File: src/rtl/master_slave_arbiter.sv
// Round-robin poller over NUM_CH slave channels with optional
// per-channel saturating accumulation; 3-phase poll/process/publish.
module master_slave_arbiter #(
  parameter int DATA_W   = 32,
  parameter int NUM_CH   = 4,
  parameter int ACC_MODE = 0
) (
  input  logic                     clk,
  input  logic                     rst,
  input  logic [NUM_CH*DATA_W-1:0] s_in,
  input  logic [NUM_CH-1:0]        s_in_sync,
  input  logic                     acc_clr,
  output logic [DATA_W-1:0]        s_out,
  output logic [$clog2(NUM_CH)-1:0] s_out_ch,
  output logic                     s_out_valid,
  output logic [1:0]               phase
);

  localparam int CW = $clog2(NUM_CH);

  typedef enum logic [1:0] {
    SEC_A = 2'd0,
    SEC_B = 2'd1,
    SEC_C = 2'd2
  } state_t;

  state_t state;

  logic [DATA_W-1:0] val;
  logic [CW-1:0]     ch;
  logic [CW-1:0]     ptr;
  logic [DATA_W-1:0] acc [NUM_CH];
  logic [DATA_W-1:0] ch_data [NUM_CH];

  logic              hit;
  logic [CW-1:0]     gidx;
  logic [DATA_W:0]   sum;
  logic [DATA_W-1:0] result;

  localparam logic [DATA_W-1:0] SAT_MAX = {1'b0, {(DATA_W-1){1'b1}}};
  localparam logic [DATA_W-1:0] SAT_MIN = {1'b1, {(DATA_W-1){1'b0}}};

  for (genvar c = 0; c < NUM_CH; c++) begin : g_slice
    assign ch_data[c] = s_in[c*DATA_W +: DATA_W];
  end

  assign phase = state;

  // Grant search: first flagged channel starting at ptr, wrapping
  always_comb begin
    int j;
    hit  = 1'b0;
    gidx = '0;
    j    = 0;
    for (int i = 0; i < NUM_CH; i++) begin
      j = int'(ptr) + i;
      if (j >= NUM_CH) j = j - NUM_CH;
      if (!hit && s_in_sync[j]) begin
        hit  = 1'b1;
        gidx = CW'(j);
      end
    end
  end

  // Result: pass-through, or saturating sum (from zero on clear)
  always_comb begin
    sum    = {acc[ch][DATA_W-1], acc[ch]} + {val[DATA_W-1], val};
    result = val;
    if (ACC_MODE == 1 && !acc_clr) begin
      if (sum[DATA_W] != sum[DATA_W-1])
        result = sum[DATA_W] ? SAT_MIN : SAT_MAX;
      else
        result = sum[DATA_W-1:0];
    end
  end

  // Phase machine, transaction registers and published outputs
  always_ff @(posedge clk or negedge rst) begin
    if (!rst) begin
      state       <= SEC_A;
      val         <= '0;
      ch          <= '0;
      ptr         <= '0;
      s_out       <= '0;
      s_out_ch    <= '0;
      s_out_valid <= 1'b0;
    end else begin
      unique case (state)
        SEC_A: begin
          if (hit) begin
            val   <= ch_data[gidx];
            ch    <= gidx;
            state <= SEC_B;
          end
        end
        SEC_B: begin
          s_out       <= result;
          s_out_ch    <= ch;
          s_out_valid <= 1'b1;
          state       <= SEC_C;
        end
        SEC_C: begin
          s_out_valid <= 1'b0;
          ptr         <= (int'(ch) == NUM_CH-1) ? '0 : ch + 1'b1;
          state       <= SEC_A;
        end
        default: state <= SEC_A;
      endcase
    end
  end

  // Per-channel accumulators; clear wins except for the served channel
  always_ff @(posedge clk or negedge rst) begin
    if (!rst) begin
      for (int c = 0; c < NUM_CH; c++) acc[c] <= '0;
    end else if (ACC_MODE == 1) begin
      if (acc_clr) begin
        for (int c = 0; c < NUM_CH; c++)
          acc[c] <= (state == SEC_B && c == int'(ch)) ? val : '0;
      end else if (state == SEC_B) begin
        acc[ch] <= result;
      end
    end
  end

endmodule

File: config.mk
export PLATFORM = sky130hd
export DESIGN_NAME = master_slave_arbiter
export DESIGN_NICKNAME = d
export VERILOG_FILES = /design/src/rtl/master_slave_arbiter.sv
export SDC_FILE = /design/constraint.sdc
export NUM_CORES = 1
export LEC_CHECK = 0
export CAP_MARGIN = 20
export CORE_UTILIZATION = 46
export DETAILED_ROUTE_END_ITERATION = 10
export PLACE_DENSITY = 0.88
export SLEW_MARGIN = 20
export SYNTH_ARGS = -nofsm -noshare
export SYNTH_HDL_FRONTEND = slang
export SYNTH_SLANG_ARGS = --single-unit
File: constraint.sdc
create_clock -name clk -period 4.07 [get_ports clk]
set_input_delay 0.814 -clock clk [delete_from_list [all_inputs] [get_ports clk]]
set_output_delay 0.814 -clock clk [all_outputs]
set_load 0.005 [all_outputs]
# [Word level (Yosys, flattened, before mapping)]
# Index checks and enable logic that the tools add are counted.
[classes] addsub=8 n_lt_le_gt_ge=9 n_eq_ne=4 n_mux=31 bitwise_logic=1 n_reduce_logical=9
[op_table] operator="$mux W32" n=6
[op_table] operator="$lt A32 B4 Y1 const B" n=4
[op_table] operator="$bmux W32 S2" n=1
[op_table] operator="$ge A3 B3 Y1 const B" n=4
[op_table] operator="$mux W1" n=12
[op_table] operator="$mux W2" n=6
[op_table] operator="$sub A3 B3 Y4 const B" n=3
[op_table] operator="$bmux W1 S2" n=4
[op_table] operator="$add A2 B2 Y3 const B" n=2
[op_table] operator="$eq A2 B1 Y1 const B" n=2
[op_table] operator="$pmux W2 S2" n=1
[op_table] operator="$sub A2 B3 Y4 const B" n=1
[op_table] operator="$add A2 B1 Y3 const B" n=1
[op_table] operator="$ge A2 B3 Y1 const B" n=1
[op_table] operator="$logic_and A1 B1 Y1" n=3
[op_table] operator="$logic_not A1 Y1" n=3
[op_table] operator="$not A2 Y3" n=1
[op_table] operator="$add A2 B1 Y2 const B" n=1
[op_table] operator="$eq A2 B2 Y1 const B" n=1
[op_table] operator="$logic_not A2 Y1" n=1
[op_table] operator="$ne A2 B2 Y1 const B" n=1
[op_table] operator="$pmux W1 S2" n=1
[op_table] operator="$reduce_and A2 Y1" n=1
[op_table] operator="$reduce_bool A2 Y1" n=1
[word_totals] reg_bits=73 inputBits=135 output_inout_bits=37 elab_cells=69

# [Longest topological paths before layout]
# Gate-level depths: netlist (run 1).
[logic_depth] ltp_word=19 ltp_mapped=8 depth_no_buf=5

# [Worst setup path before layout (run 1)]
# OpenSTA, ideal clock, no wires.
[synth_timing] path_type="input-to-reg" start="input s_in_sync[1]" end="register val[0] (netlist: result[0])" setup_ns=0.133 arrival_time_ns=1.976 required_ns=3.937 slack_ns=1.961 path_stages=6 n_path_buf=2 cell_sequence="mux2_1 > o221ai_2 > buf_6 > buf_4 > mux2i_1 > o221ai_2"
[synth_between] elab_chain_cells=17 elab_cells_between_ends=31 cone_classes="mux (23); bitwise (1); reduce/logical (7)"
[synth_rtl] element="start: declaration" line_no="11" source="input logic [NUM_CH-1:0] s_in_sync,"
[synth_rtl] element="$bmux W1 S2" line_no="58" source="if (!hit && s_in_sync[j]) begin"
[synth_rtl] element="$mux W1 (implied by the code) (2 in a row)" line_no="58"
[synth_rtl] element="$mux W1" line_no="58"
[synth_rtl] element="$logic_not A1 Y1" line_no="58"
[synth_rtl] element="$logic_and A1 B1 Y1" line_no="58"
[synth_rtl] element="$mux W1" line_no="58"
[synth_rtl] element="$logic_not A1 Y1" line_no="58"
[synth_rtl] element="$logic_and A1 B1 Y1" line_no="58"
[synth_rtl] element="$mux W1" line_no="58"
[synth_rtl] element="$logic_not A1 Y1" line_no="58"
[synth_rtl] element="$logic_and A1 B1 Y1" line_no="58"
[synth_rtl] element="$mux W2" line_no="58"
[synth_rtl] element="$not A2 Y3 (implied by the code)" line_no="91" source="val <= ch_data[gidx];"
[synth_rtl] element="$bmux W32 S2" line_no="91"
[synth_rtl] element="$mux W32 (implied by the code) (2 in a row)" line_no="91"
[synth_rtl] element="end signal: assignment" line_no="91"
[synth_rtl] element="end: declaration" line_no="29" source="logic [DATA_W-1:0] val;"
# Several ways; a longest one is shown, not always the timed one. The select of a mux whose other input is x is not followed.
# A chain may end at the register's enable or synchronous reset.

# [Worst setup path in the final report (run 1)]
[layout_timing] start="input s_in_sync[3]" end="register val[29] (netlist: result[29])"
# Same word-level chain as after synthesis.

==> impl_metrics.yaml, run 1 <==
die:
  die_w_um: 93.8
  core-area_mm2: 0.00818
  start_util_pct: 47.4
  core.rowCount: 33
  fp.dieH_um: 93.8
  die_area_mm2: 0.00879
  io_pins: 172
critical_path:
  path_cells: "clkdlybuf4s50_1, nor4_2, nand2b_4, or3_2, buf_12, o221ai_2"
  critPathKind: "in -> reg"
  critPathMaxStageDelay_ns: 0.78
  critical_path_buf_inv_count: 2
  critPathSlowestCell: "or3_2"
  cp_top_family: "simple AND/OR/NAND/NOR gates"
  ff2ff_setup_slack_ns: 1.75
  cp-start-kind: "input pin"
  crit_path_max_fanout: 18
  critPathArrivalTime_ns: 3.05
  cp-end-kind: "flip-flop"
  crit_required_ns: 4.32
status:
  status: "complete, no violations"
clock_network:
  cts_tree: "built"
  clkTransAtPathRegs_ns: 0.08
  clkLatencyLatePin_ns: 0.33
  ctsHoldBuffers: 0
  post_cts_buffers: 0
  cts_sinks: 73
  cts_buffers: 9
  cts.path.max_buffers: 2
  cts-root-buf: "clkbuf_8"
  cts_resized: 0
  h-tree-depth: 3
synthesis:
  syn_area_mm2: 0.00387
  synthXorXnorAreaFrac_pct: 0
  yosysWarnings: 0
  synthMuxAreaShare_pct: 27.6
  synth_edf_count: 0
  synth_top_family_by_area: "multiplexers"
  synth_adder_area_share_pct: 1.61
  async_flop_share_pct: 100
  yosys.area_share.simple_pct: 5.26
  ys_seq_area_share_pct: 47.2
  synth-compound-area-share_pct: 13.8
  ys_types: 27
  ys.flop_type: "dfrtp_1"
  ys_seq_elements: 73
  post_synth.cell_area_avg_um2: 13.1
  postSynthCellCount: 295
  synth_fp_nets: 435
finish:
  fin_cells: 569
  final_cell_area_mm2: 0.00588
  syn_to_final_growth_pct: 51.7
  nNetsFinal: 599
  diodes: 0
  final_util_pct: 71.9
  drive_above_1_share_pct: 19.8
detailed_routing:
  ant_nets: 0
  drtPass1Iterations: 4
  drc: 0
  via_per_inst: 5.28
  totalWireLength_um: 9440
  first_iter_violations: 77
  drt-wirelength-per-cell_um: 16.6
  vias: 3005
grt:
  grt_pass1_vias: 3135
  grt_max_degree: 74
  grt_pass1_wl_um: 15000
  antenna_found_initial: 0
  track_usage_pct: 22.1
  grt_overflow_total: 0
run:
  cap_violations: 0
placement:
  place_ws_ns: 0.919
  place.gp.congestion: 0.766
  place_area_mm2: 0.00565
  hpwl_um: 6890
  numPortBuffers: 170
  placed_cells: 553
timing:
  period_minus_slack_ns: 2.80
  worst_pin_slew_ns: 0.901
  grt_setup_unrepaired: "false"
  whs_ns: 0.487
  fin_ws_ns: 1.27
  fin_skew_ns: 0.0105
  slew_headroom_pct: 39.9
  hold_viol: 0
  fmax_mhz: 357
  timing.final.crit_share_pct: 68.9
  setup_viol: 0
  fin_tns_setup_ns: 0
  report.final.slew_viol_count: 0
power_and_ir_drop:
  leakage_nw: 2.55
  power.total_mw: 3.98
  max-vdd-ir-drop_uv: 375
  power_density_mw_per_mm2: 678
worst_hold_path:
  holdCritPathClass: "reg -> reg"
[cell usage after synthesis (all sizes together), types with 2 or more instances]
cell type  count  area, um^2
o21ai          2        10.0
buf           18         146
a21boi         2        15.0
o221ai        33         470
mux2          37         417
mux2i         65         651
nand2b         2        20.0
ha             5        62.6
a21oi          2        10.0
dfrtp         73        1830
clkbuf         4        15.0
inv            5        18.8
nand2         39         146
[layer usage]
layer  vias up  track usage (%)  part of all wire [%]
li1       1421                -                     -
met1      1487             25.8                    40
met2        93             40.9                    54
met3         4             4.13                   6.0
met4         0             6.28                  0.39
met5         -                0                     0
[kinds of logic after synthesis]
group,Yosys count
buffers and inverters,27
AND/OR/NAND/NOR,46
flip-flops,73
AO/OA/AOI/OAI,42
adder cells (fa/ha/maj),5
multiplexers,102
[layout make-up]
class                   instances  area (um^2)
clock buffers                  11          151
repair buffers                175         1780
flip-flops and latches         73         1830
inverters                       5         18.8
multi-input cells             195         1890
fillers                       607         2300
well taps                     105          131
clock inverters                 5         77.6
[report_power, final]
group          internal (mW)  switching (mW)
Combinational           1.16           0.893
Clock                  0.377           0.265
Sequential              1.09           0.196
Total                   2.63            1.35
[layout by cell type (no fill, tap or decap), types with 3 or more instances in the layout]
cell type	Yosys	layout
buf_4	4	3
clkbuf_8	0	11
clkdlybuf4s50_1	0	169
dfrtp_1	73	73
ha_1	5	4
inv_1	5	5
mux2_2	36	36
mux2i_1	65	65
nand2_1	39	39
o221ai_1	4	4
o221ai_2	29	28
[tightest hold or removal path: stages, from the launching register on]
cell	delay, ns
dfrtp_1	0.34
nand2_1	0.06
o221ai_2	0.05
[sequential cells by signal, summed over array words and instances (netlist names)]
name         flops
result          32
s_out           32
ch               2
phase            2
ptr              2
s_out_ch         2
s_out_valid      1
[worst paths after layout]
path | startpoint | end | depth (start not counted)
setup reg to reg | phase[0] | result[29] | 6
max in group asynchronous | rst | ch[0] | 1
setup / recovery | s_in_sync[3] | result[29] | 6
hold reg to reg | result[17] | result[17] | 2
hold / removal | result[17] | result[17] | 2
min in group asynchronous | rst | s_out[20] | 1
No activity file was read; power rests on OpenSTA's default activity.
==> run 2, diff against run 1 <==
--- a/config.mk
+++ b/config.mk
@@ -6,9 +6,9 @@
 export NUM_CORES = 1
 export LEC_CHECK = 0
 export CAP_MARGIN = 20
-export CORE_UTILIZATION = 46
+export CORE_UTILIZATION = 42
 export DETAILED_ROUTE_END_ITERATION = 10
-export PLACE_DENSITY = 0.88
+export PLACE_DENSITY = 0.81
 export SLEW_MARGIN = 20
 export SYNTH_ARGS = -nofsm -noshare
 export SYNTH_HDL_FRONTEND = slang
==> constraint.sdc (replaced) <==
create_clock -name clk -period 2.95 [get_ports clk]
set_input_delay 0.59 -clock clk [delete_from_list [all_inputs] [get_ports clk]]
set_output_delay 0.59 -clock clk [all_outputs]
set_load 0.005 [all_outputs]
==> impl_metrics.yaml, run 2 (same netlist as run 1, synthesis figures left out) <==
finish:
  syn_to_final_growth_pct: 51.5
  final_util_pct: 66.6
  nNetsFinal: 601
  diodes: 0
  fin_cells: 574
  final_cell_mix: "169 x clkdlybuf4s50_1, 73 x dfrtp_1, 65 x mux2i_1"
  drive_above_1_share_pct: 20.0
  final_common_cell: "clkdlybuf4s50_1"
critical_path:
  cp-end-kind: "flip-flop"
  r2r-end: "result[8]"
  ff2ff_setup_slack_ns: 0.99
  critPathMaxStageDelay_ns: 0.52
  cp-start-kind: "input pin"
  cp_top_family: "buffers and inverters"
  cp.depth: 6
  r2r_cells: 5
  critical_path_buf_inv_count: 2
  critPathArrivalTime_ns: 2.63
  timing.rr.start: "ptr[1]"
  endpoint: "result[8]"
  crit_path_max_fanout: 18
  critPathKind: "in -> reg"
  path_cells: "clkdlybuf4s50_1, nor4_2, nand2b_4, o21bai_4, buf_4, o221ai_1"
  critPathSlowestCell: "clkdlybuf4s50_1"
  crit_required_ns: 3.15
  cp-startpoint: "s_in_sync[3]"
grt:
  grt_pass1_vias: 3231
  track_usage_pct: 19.9
  grt_max_degree: 74
  grt_pass1_wl_um: 15100
  grt_overflow_total: 0
  antenna_found_initial: 0
die:
  core-area_mm2: 0.00881
  start_util_pct: 44.0
  core.rowCount: 34
  die_w_um: 98.0
  die_area_mm2: 0.00961
  io_pins: 172
  fp.dieH_um: 98.0
timing:
  setup_viol: 0
  period_minus_slack_ns: 2.43
  fin_skew_ns: 0.0119
  slew_headroom_pct: 38.4
  fmax_mhz: 411
  grt_setup_unrepaired: "false"
  fin_tns_setup_ns: 0
  worst_pin_slew_ns: 0.923
  timing.final.crit_share_pct: 82.5
  whs_ns: 0.377
  report.final.slew_viol_count: 0
  hold_viol: 0
clock_network:
  cts_buffers: 9
  cts.path.max_buffers: 2
  post_cts_buffers: 0
  clkLatencyLatePin_ns: 0.33
  clkTransAtPathRegs_ns: 0.08
  h-tree-depth: 3
  cts-root-buf: "clkbuf_8"
  ctsHoldBuffers: 0
  cts_tree: "built"
  cts_sinks: 73
  cts_resized: 0
status:
  status: "finished with violations"
  violations: "DRC"
power_and_ir_drop:
  leakage_nw: 2.55
  power.total_mw: 5.43
  power_density_mw_per_mm2: 926
  max-vdd-ir-drop_uv: 552
worst_hold_path:
  holdCritPathClass: "in -> async"
placement:
  hpwl_um: 6930
  place.gp.congestion: 0.791
  numPortBuffers: 170
  placed_cells: 558
detailed_routing:
  vias: 2980
  via_per_inst: 5.19
  first_iter_violations: 76
  drc: 10
  drtPass1Iterations: 7
  totalWireLength_um: 9210
  route.met2.wl_um: 4580
  ant_nets: 0
  met1_length_um: 3790
  drt-wirelength-per-cell_um: 16.1
  met3WireLength_um: 699
  top_layer_used: "met4"
run:
  cap_violations: 0
==> run 2: cell count changes in the layout (fill, tap and decap cells not counted) <==
cell and change:
buf_4 +3, buf_16 -1, clkinvlp_4 -1, clkbuf_8 -1, clkbuf_1 +1, clkinv_4 +1
==> run 2: layout make-up <==
type	count	area, um^2
Inverter	5	18.8
Clock inverter	5	78.8
Sequential cell	73	1830
Clock buffer	11	141
Multi-Input combinational cell	195	1890
Timing Repair Buffer	177	1780
Tap cell	108	135
Fill cell	676	2940
==> run 2: worst min path at each step <==
stage	startpoint	endpoint	slack [ns]	cells after the start
finish	rst	s_out_valid	0.38	1
global route	rst	phase[1]	0.46	1
CTS	rst	phase[1]	0.41	1
detailed placement	result[3]	result[3]	0.47	2
global placement	result[24]	result[24]	0.46	2
floorplan	rst	ch[0]	0.29	0
==> run 2: where the power goes <==
group | leakage [nW] | internal [mW] | switching, mW
clock network | 0.113 | 0.498 | 0.352
registers | 0.894 | 1.51 | 0.272
logic | 1.54 | 1.58 | 1.22
total | 2.55 | 3.59 | 1.84
==> run 2: through the flow <==
stage          setup slack, ns  instance area [um^2]
4_1_cts                  0.567                  5870
6_report                 0.515                  5870
3_5_place_dp             0.220                  5650
3_3_place_gp             0.245                  5650
2_1_floorplan             1.07                  3870
5_1_grt                  0.435                  5870
==> run 2: worst reg2reg max path, stage by stage, from the launching register on <==
cell      delay [ns]
dfrtp_1         0.43
nand2_1         0.11
a311oi_1        0.15
o21bai_4        0.60
buf_4           0.39
o221ai_1        0.15
==> run 2: metal layers <==
layer,GRT usage [%],vias to the layer above
met5,0,-
met4,6.53,0
met3,5.44,11
met2,35.8,103
met1,22.7,1445
li1,-,1421
